$ cat config.mk
export PLATFORM = sky130hd
export DESIGN_NAME = subtractor_nnbit_chunk_serial
export DESIGN_NICKNAME = d
export VERILOG_FILES = /design/src/rtl/subtractor_nnbit_chunk_serial.sv
export SDC_FILE = /design/constraint.sdc
export NUM_CORES = 1
export LEC_CHECK = 0
export ABC_AREA = 1
export BUFFER_PORTS_ARGS = -buffer_cell sky130_fd_sc_hd__buf_2
export CORE_ASPECT_RATIO = 1.4
export CORE_MARGIN = 8
export CORE_UTILIZATION = 45
export CTS_BUF_LIST = sky130_fd_sc_hd__clkbuf_4 sky130_fd_sc_hd__clkbuf_8
export DETAILED_ROUTE_END_ITERATION = 16
export PLACE_DENSITY = 0.68
export REMOVE_ABC_BUFFERS = 1
export SYNTH_ARGS = -nofsm -noshare
export SYNTH_HDL_FRONTEND = slang
export SYNTH_SLANG_ARGS = --single-unit
$ cat constraint.sdc
create_clock -name i_clk -period 2.6 [get_ports i_clk]
set_input_delay 0.39 -clock i_clk [delete_from_list [all_inputs] [get_ports i_clk]]
set_output_delay 0.39 -clock i_clk [all_outputs]
set_load 0.03 [all_outputs]
$ cat src/rtl/subtractor_nnbit_chunk_serial.sv
// Chunk-serial subtractor: A - B - borrow_in, CHUNK_WIDTH bits per clock, LSB chunk first.
// Valid/ready handshake on both sides; all outputs registered.
module subtractor_nnbit_chunk_serial #(
    parameter int DATA_WIDTH  = 8,
    parameter int CHUNK_WIDTH = 4
) (
    input  logic                  i_clk,
    input  logic                  i_rst,
    input  logic                  i_valid,
    output logic                  o_ready,
    input  logic [DATA_WIDTH-1:0] i_num_a,
    input  logic [DATA_WIDTH-1:0] i_num_b,
    input  logic                  i_brw,
    output logic                  o_valid,
    input  logic                  i_ready,
    output logic [DATA_WIDTH-1:0] o_res,
    output logic                  o_brw,
    output logic                  o_ovf
);
    localparam int NUM_CHUNKS = DATA_WIDTH / CHUNK_WIDTH;
    localparam int CNT_W      = (NUM_CHUNKS > 1) ? $clog2(NUM_CHUNKS) : 1;

    typedef enum logic [1:0] {IDLE, CALC, DONE} state_t;

    state_t                  state;
    logic [DATA_WIDTH-1:0]   a_q;
    logic [DATA_WIDTH-1:0]   b_q;
    logic                    brw_q;
    logic [CNT_W-1:0]        cnt;
    logic [CHUNK_WIDTH-1:0]  a_k;
    logic [CHUNK_WIDTH-1:0]  b_k;
    logic [CHUNK_WIDTH:0]    diff;
    logic                    last;

    // One chunk per cycle; the extra top bit of the widened difference is the borrow out.
    always_comb begin
        a_k  = a_q[cnt*CHUNK_WIDTH +: CHUNK_WIDTH];
        b_k  = b_q[cnt*CHUNK_WIDTH +: CHUNK_WIDTH];
        diff = {1'b0, a_k} - {1'b0, b_k} - {{CHUNK_WIDTH{1'b0}}, brw_q};
        last = (cnt == CNT_W'(NUM_CHUNKS - 1));
    end

    always_ff @(posedge i_clk) begin
        if (i_rst) begin
            state   <= IDLE;
            o_ready <= 1'b1;
            o_valid <= 1'b0;
            o_res   <= '0;
            o_brw   <= 1'b0;
            o_ovf   <= 1'b0;
            a_q     <= '0;
            b_q     <= '0;
            brw_q   <= 1'b0;
            cnt     <= '0;
        end else begin
            case (state)
                IDLE: begin
                    if (i_valid && o_ready) begin
                        a_q     <= i_num_a;
                        b_q     <= i_num_b;
                        brw_q   <= i_brw;
                        cnt     <= '0;
                        o_ready <= 1'b0;
                        state   <= CALC;
                    end
                end
                CALC: begin
                    o_res[cnt*CHUNK_WIDTH +: CHUNK_WIDTH] <= diff[CHUNK_WIDTH-1:0];
                    brw_q <= diff[CHUNK_WIDTH];
                    cnt   <= cnt + CNT_W'(1);
                    if (last) begin
                        // The last chunk's MSB is the result sign bit.
                        o_brw   <= diff[CHUNK_WIDTH];
                        o_ovf   <= (a_q[DATA_WIDTH-1] != b_q[DATA_WIDTH-1]) &&
                                   (diff[CHUNK_WIDTH-1] != a_q[DATA_WIDTH-1]);
                        o_valid <= 1'b1;
                        state   <= DONE;
                    end
                end
                DONE: begin
                    if (i_ready) begin
                        o_valid <= 1'b0;
                        o_ready <= 1'b1;
                        state   <= IDLE;
                    end
                end
                default: begin
                    state   <= IDLE;
                    o_ready <= 1'b1;
                    o_valid <= 1'b0;
                end
            endcase
        end
    end
endmodule

=== Word level (Yosys, flattened, before mapping) ===
Cells that the tools add are included.
Widths: inputs -> output; s select.

* Add/subtract/negate cells: 4
* Multiply operators: 0
* Div/mod/pow operators: 0
* $lt $le $gt $ge: 0
* Equal/unequal tests: 7
* Shifts and indexed selects: 4
* Multiplexer cells: 14
* Bitwise logic cells: 2
* Reductions and logical operators: 10

{| class="wikitable"
|+ Operator list
! cell !! count
|-
| $neg 3->34 || 1
|-
| $shift 4x34->8 const A || 1
|-
| $shiftx 4x34->8 || 1
|-
| $shiftx 8x4->4 || 2
|-
| $reduce_and 3->1 || 3
|-
| $bwmux 8 || 1
|-
| $mux 2 || 3
|-
| $ne 2x2->1 const B || 3
|-
| $pmux 1 s3 || 2
|-
| $pmux 2 s3 || 1
|-
| $reduce_and 2->1 || 3
|-
| $mux 1 || 5
|-
| $sub 4x4->5 || 1
|-
| $sub 5x1->5 || 1
|-
| $pmux 1 s2 || 2
|-
| $eq 2x1->1 const B || 1
|-
| $eq 2x2->1 const B || 1
|-
| $logic_and 1x1->1 || 2
|-
| $logic_not 2->1 || 1
|-
| $ne 1x1->1 || 2
|-
| $not 1->1 || 2
|-
| $reduce_bool 2->1 || 1
|-
| $add 1x1->1 const B || 1
|}

* Flip-flop bits (word level): 32
* Bits in latches: 0
* Memory bits (writable): 0
* Memory bits (read-only): 0
* Input bits: 21
* Output and inout port bits: 12
* Word-level logic and storage cells: 51
* Memories kept: 0

=== Longest topological paths before layout ===
* Word-level depth: 5
* Depth in mapped cells: 16
* Depth with buffers taken out: 15

=== Least setup slack after synthesis ===
Ideal clock, no wire load.

* Path type: register -> register
* Start: register cnt
* End: register brw_q
* Setup time: 0.109 ns
* Arrival: 1.904 ns
* Data required time: 2.491 ns
* Path slack: 0.587 ns
* Cell stages (with the launch flop): 15
* Path buffers: 1
* Clock period less this slack: 2.013 ns
* Path through: dfxtp_1 > inv_1 > buf_2 > or2_2 > o21ai_0 > inv_1 > fa_1 > a21oi_1 > nor2_1 > nand2_1 > nand2_1 > nand2_1 > nand3_1 > nand2_1 > inv_1

* Word-level cells in the longest chain between the ends: 4
* Elaborated cells on any way between the ends: 5
* Classes of those cells: add/sub: 2; shift: 2; mux: 1

{| class="wikitable"
|+ RTL lines
! what !! RTL line !! text
|-
| start, declared || 29 || <nowiki>logic [CNT_W-1:0] cnt;</nowiki>
|-
| start signal, assigned || 70 || <nowiki>cnt <= cnt + CNT_W'(1);</nowiki>
|-
| $shiftx 8x4->4 (on tied branches) || 37, 38 ||
|-
| $sub 4x4->5 * || 39 || <nowiki>diff = {1'b0, a_k} - {1'b0, b_k} - {{CHUNK_WIDTH{1'b0}}, brw_q};</nowiki>
|-
| $sub 5x1->5 * || 39 ||
|-
| $pmux 1 s2 * || 56 || <nowiki>case (state)</nowiki>
|-
| end signal, assigned || 61 || <nowiki>brw_q <= i_brw;</nowiki>
|-
| end signal, assigned || 69 || <nowiki>brw_q <= diff[CHUNK_WIDTH];</nowiki>
|-
| end, declared || 28 || <nowiki>logic brw_q;</nowiki>
|}

Mark *: on every way between the ends. The rest lies on a longest branch, timed or not.
A chain may end at the register's enable or synchronous reset.

=== Final worst setup path ===
Ends and elaborated chain as after synthesis.

==> out/results.ini <==
[cts]
cts_max_level=2
clkTransAtPathRegs_ps=60
cts_tree=done
cts-hold-fix-buffers=0
insertion_delay_ps=280
cts_sinks=32
cts_resized=0
cts_buffer_depth=2
post-cts-setup-buffers=0
numCtsBuffers=5
cts-root-buf=clkbuf_8

[power_and_ir_drop]
p_comb_share_pct=28.2
seq_power_share_pct=42.0
switching_share_pct=32.1
p_int_w=0.000916
leakagePower_nw=0.876
ir_worst_vdd_v=0.000410
p_sw_w=0.000433
power_density_mw_per_mm2=771
p_clk_share_pct=29.7

[critical_path]
start_kind=flip-flop
r2r-start=cnt
reg2reg_slack_ps=410
reg2reg_to=brw_q
path_max_fanout=10
crit_top_cell=nand2_1
critPathCaptureType=flip-flop
path_cells=buf_4, mux2i_1, fa_1, inv_1, fa_1, a21oi_1, nor2_1, nand2_1, nand2_1, nand2_1, nand3_1, nand2_1, inv_1
slowest_delay_ps=430
cp_slowest_cell=fa_1
ff2ff_path_depth=13
required_ps=2780
worst_ep_arrival_time_ps=2370
crit_start=cnt
critPathKind=flip-flop to flip-flop

[floorplanning]
dieHeight_um=84.1
rows=24
die_x_um=64.6
start_util_pct=47.3
dieArea_mm2=0.00544
coreArea_mm2=0.00315
top_level_ports=33

[detailed_routing]
route.vias.total=1277
drt-pass1-iter-count=4
wl_met3_um=211
wl_met1_mm=1.22
wl_met2_mm=1.51
drc=0
wire_per_inst_um=11.3
wl_mm=3.04
vias_per_cell=4.73
drtIter0Drc=36
highest_layer=met4
antenna_left=0

[yosys]
syn_avg_cell_area_um2=7.49
syn_inst=199
yosys_warnings=0
ys_seq_area_share_pct=43.0
netlist_area_mm2=0.00149
synth.distinct_cells=25
synth.ff_latch_count=32

[placement]
place_congestion=0.794
port_buffers=32
dp_hpwl_mm=2.35

[global_route]
grt_max_degree=26
antenna_found_initial=0
grt-ovfl-total=0
grt_pass1_wl_mm=5.40
grt_pass1_vias=1299
grt_usage_pct=12.4

[hold_path]
hp-start=i_num_b[0]
hold_path.class=primary input to flip-flop
hold_end=b_q[0]
holdPathStages=3

[sta]
clock.fmax_ghz=0.457
slew-limit-headroom_pct=61.8
skew_ps=2.50
post-route-period-util_pct=84.1
rsz0062_at_grt=false
final.min_clock_period_ps=2190
hold_viol=0
setup_viol=0
drv_slew=0
timing.setup.tns_ps=0
tightest_slew_ps=573

[run]
max_cap_viol_count=0

[layout]
fin_util_pct=55.5
syn_to_final_growth_pct=17.5
antenna-diode-count=0
layout.nets=258
layout-drive-gt1-share_pct=19.9

[outcome]
status=finished, final reports clean

## per-stage QoR
stage	hold WS, ps	setup slack, ps	total power [W]	std cells	cell area [µm²]
detailed placement	452	421	0.000961	263	1650
CTS	346	406	0.00137	270	1750
global route	369	292	0.00145	270	1750
global placement	447	518	0.000954	263	1650
floorplan	431	325	0.000863	191	1440
finish	354	414	0.00135	270	1750
## area by class of cell
| class | instances | area [µm²] |
|---|---|---|
| inverters | 26 | 103 |
| fillers | 346 | 1400 |
| multi-input cells | 133 | 694 |
| flip-flops and latches | 32 | 641 |
| repair buffers | 33 | 168 |
| well taps | 39 | 48.8 |
| clock buffers | 7 | 96.3 |
## worst max-delay path by stage
stage | to | slack [ps] | cells after the start
floorplan | brw_q | 320 | 13
global placement | brw_q | 520 | 13
detailed placement | brw_q | 420 | 13
CTS | brw_q | 410 | 13
global route | o_brw | 290 | 11
finish | brw_q | 410 | 13
## layer usage
metal,vias up,GRT usage (%)
met4,0,7.37
met1,539,12.0
met5,-,0
li1,696,-
met2,32,20.5
met3,10,6.32
## critical path: cells and delay by family (launching register included)
kind | cells | cell delay, ps
AOI/OAI and AO/OA | 1 | 200
adders and majority gates | 2 | 660
buffers and inverters | 3 | 270
DFF | 1 | 320
muxes | 1 | 280
and+or+nand+nor | 6 | 350
## kinds of logic after synthesis
logic type,synth area share (%)
mux,1.34
fa+ha+maj,6.05
simple gates,22.8
xor+xnor,0.588
compound gates,15.8
flops,43.0
buf+inv,10.4
## sequential cells by signal, summed over array words and instances (netlist names)
signal   cells
state        2
o_ready      1
a_q          8
b_q          8
o_res        8
o_brw        1
o_valid      1
brw_q        1
cnt          1
o_ovf        1
## cell usage in the layout, fill, tap and decap left out, types with 4 or more instances in the layout
cell	count
inv_1	25
nand3_1	11
clkbuf_8	7
ha_1	4
buf_2	32
nand2_1	29
o21ai_0	26
dfxtp_1	32
a21oi_1	14
nor2_1	34
## Yosys cell counts
library cell / n / share of area [%]
nor2_1: 34 / 8.6
dfxtp_1: 32 / 43
nand2_1: 29 / 7.3
o21ai_0: 26 / 8.7
inv_1: 25 / 6.3
a21oi_1: 14 / 4.7
nand3_1: 11 / 3.7
ha_1: 4 / 3.4
buf_4: 3 / 1.5
buf_2: 2 / 0.67
fa_1: 2 / 2.7
mux2i_1: 2 / 1.3
nand3_2: 2 / 1.3
o21a_1: 2 / 1.0
buf_6: 1 / 0.76
clkbuf_1: 1 / 0.25
clkbuf_2: 1 / 0.34
clkinv_4: 1 / 0.59
nand2_4: 1 / 0.76
nor2_4: 1 / 0.76
o211ai_1: 1 / 0.50
o21ai_1: 1 / 0.34
o21bai_1: 1 / 0.50
or2_2: 1 / 0.42
xnor2_1: 1 / 0.59
## power groups by stage
stage	logic, W	clock network (W)	registers (W)
after floorplan	0.000256	0	0.000607
after global routing	0.000436	0.000445	0.000574
after detailed placement	0.000382	0	0.000579
after global placement	0.000377	0	0.000577
final	0.000381	0.000401	0.000567
after CTS	0.000387	0.000413	0.000568
Power figures use the tool's default switching activity.
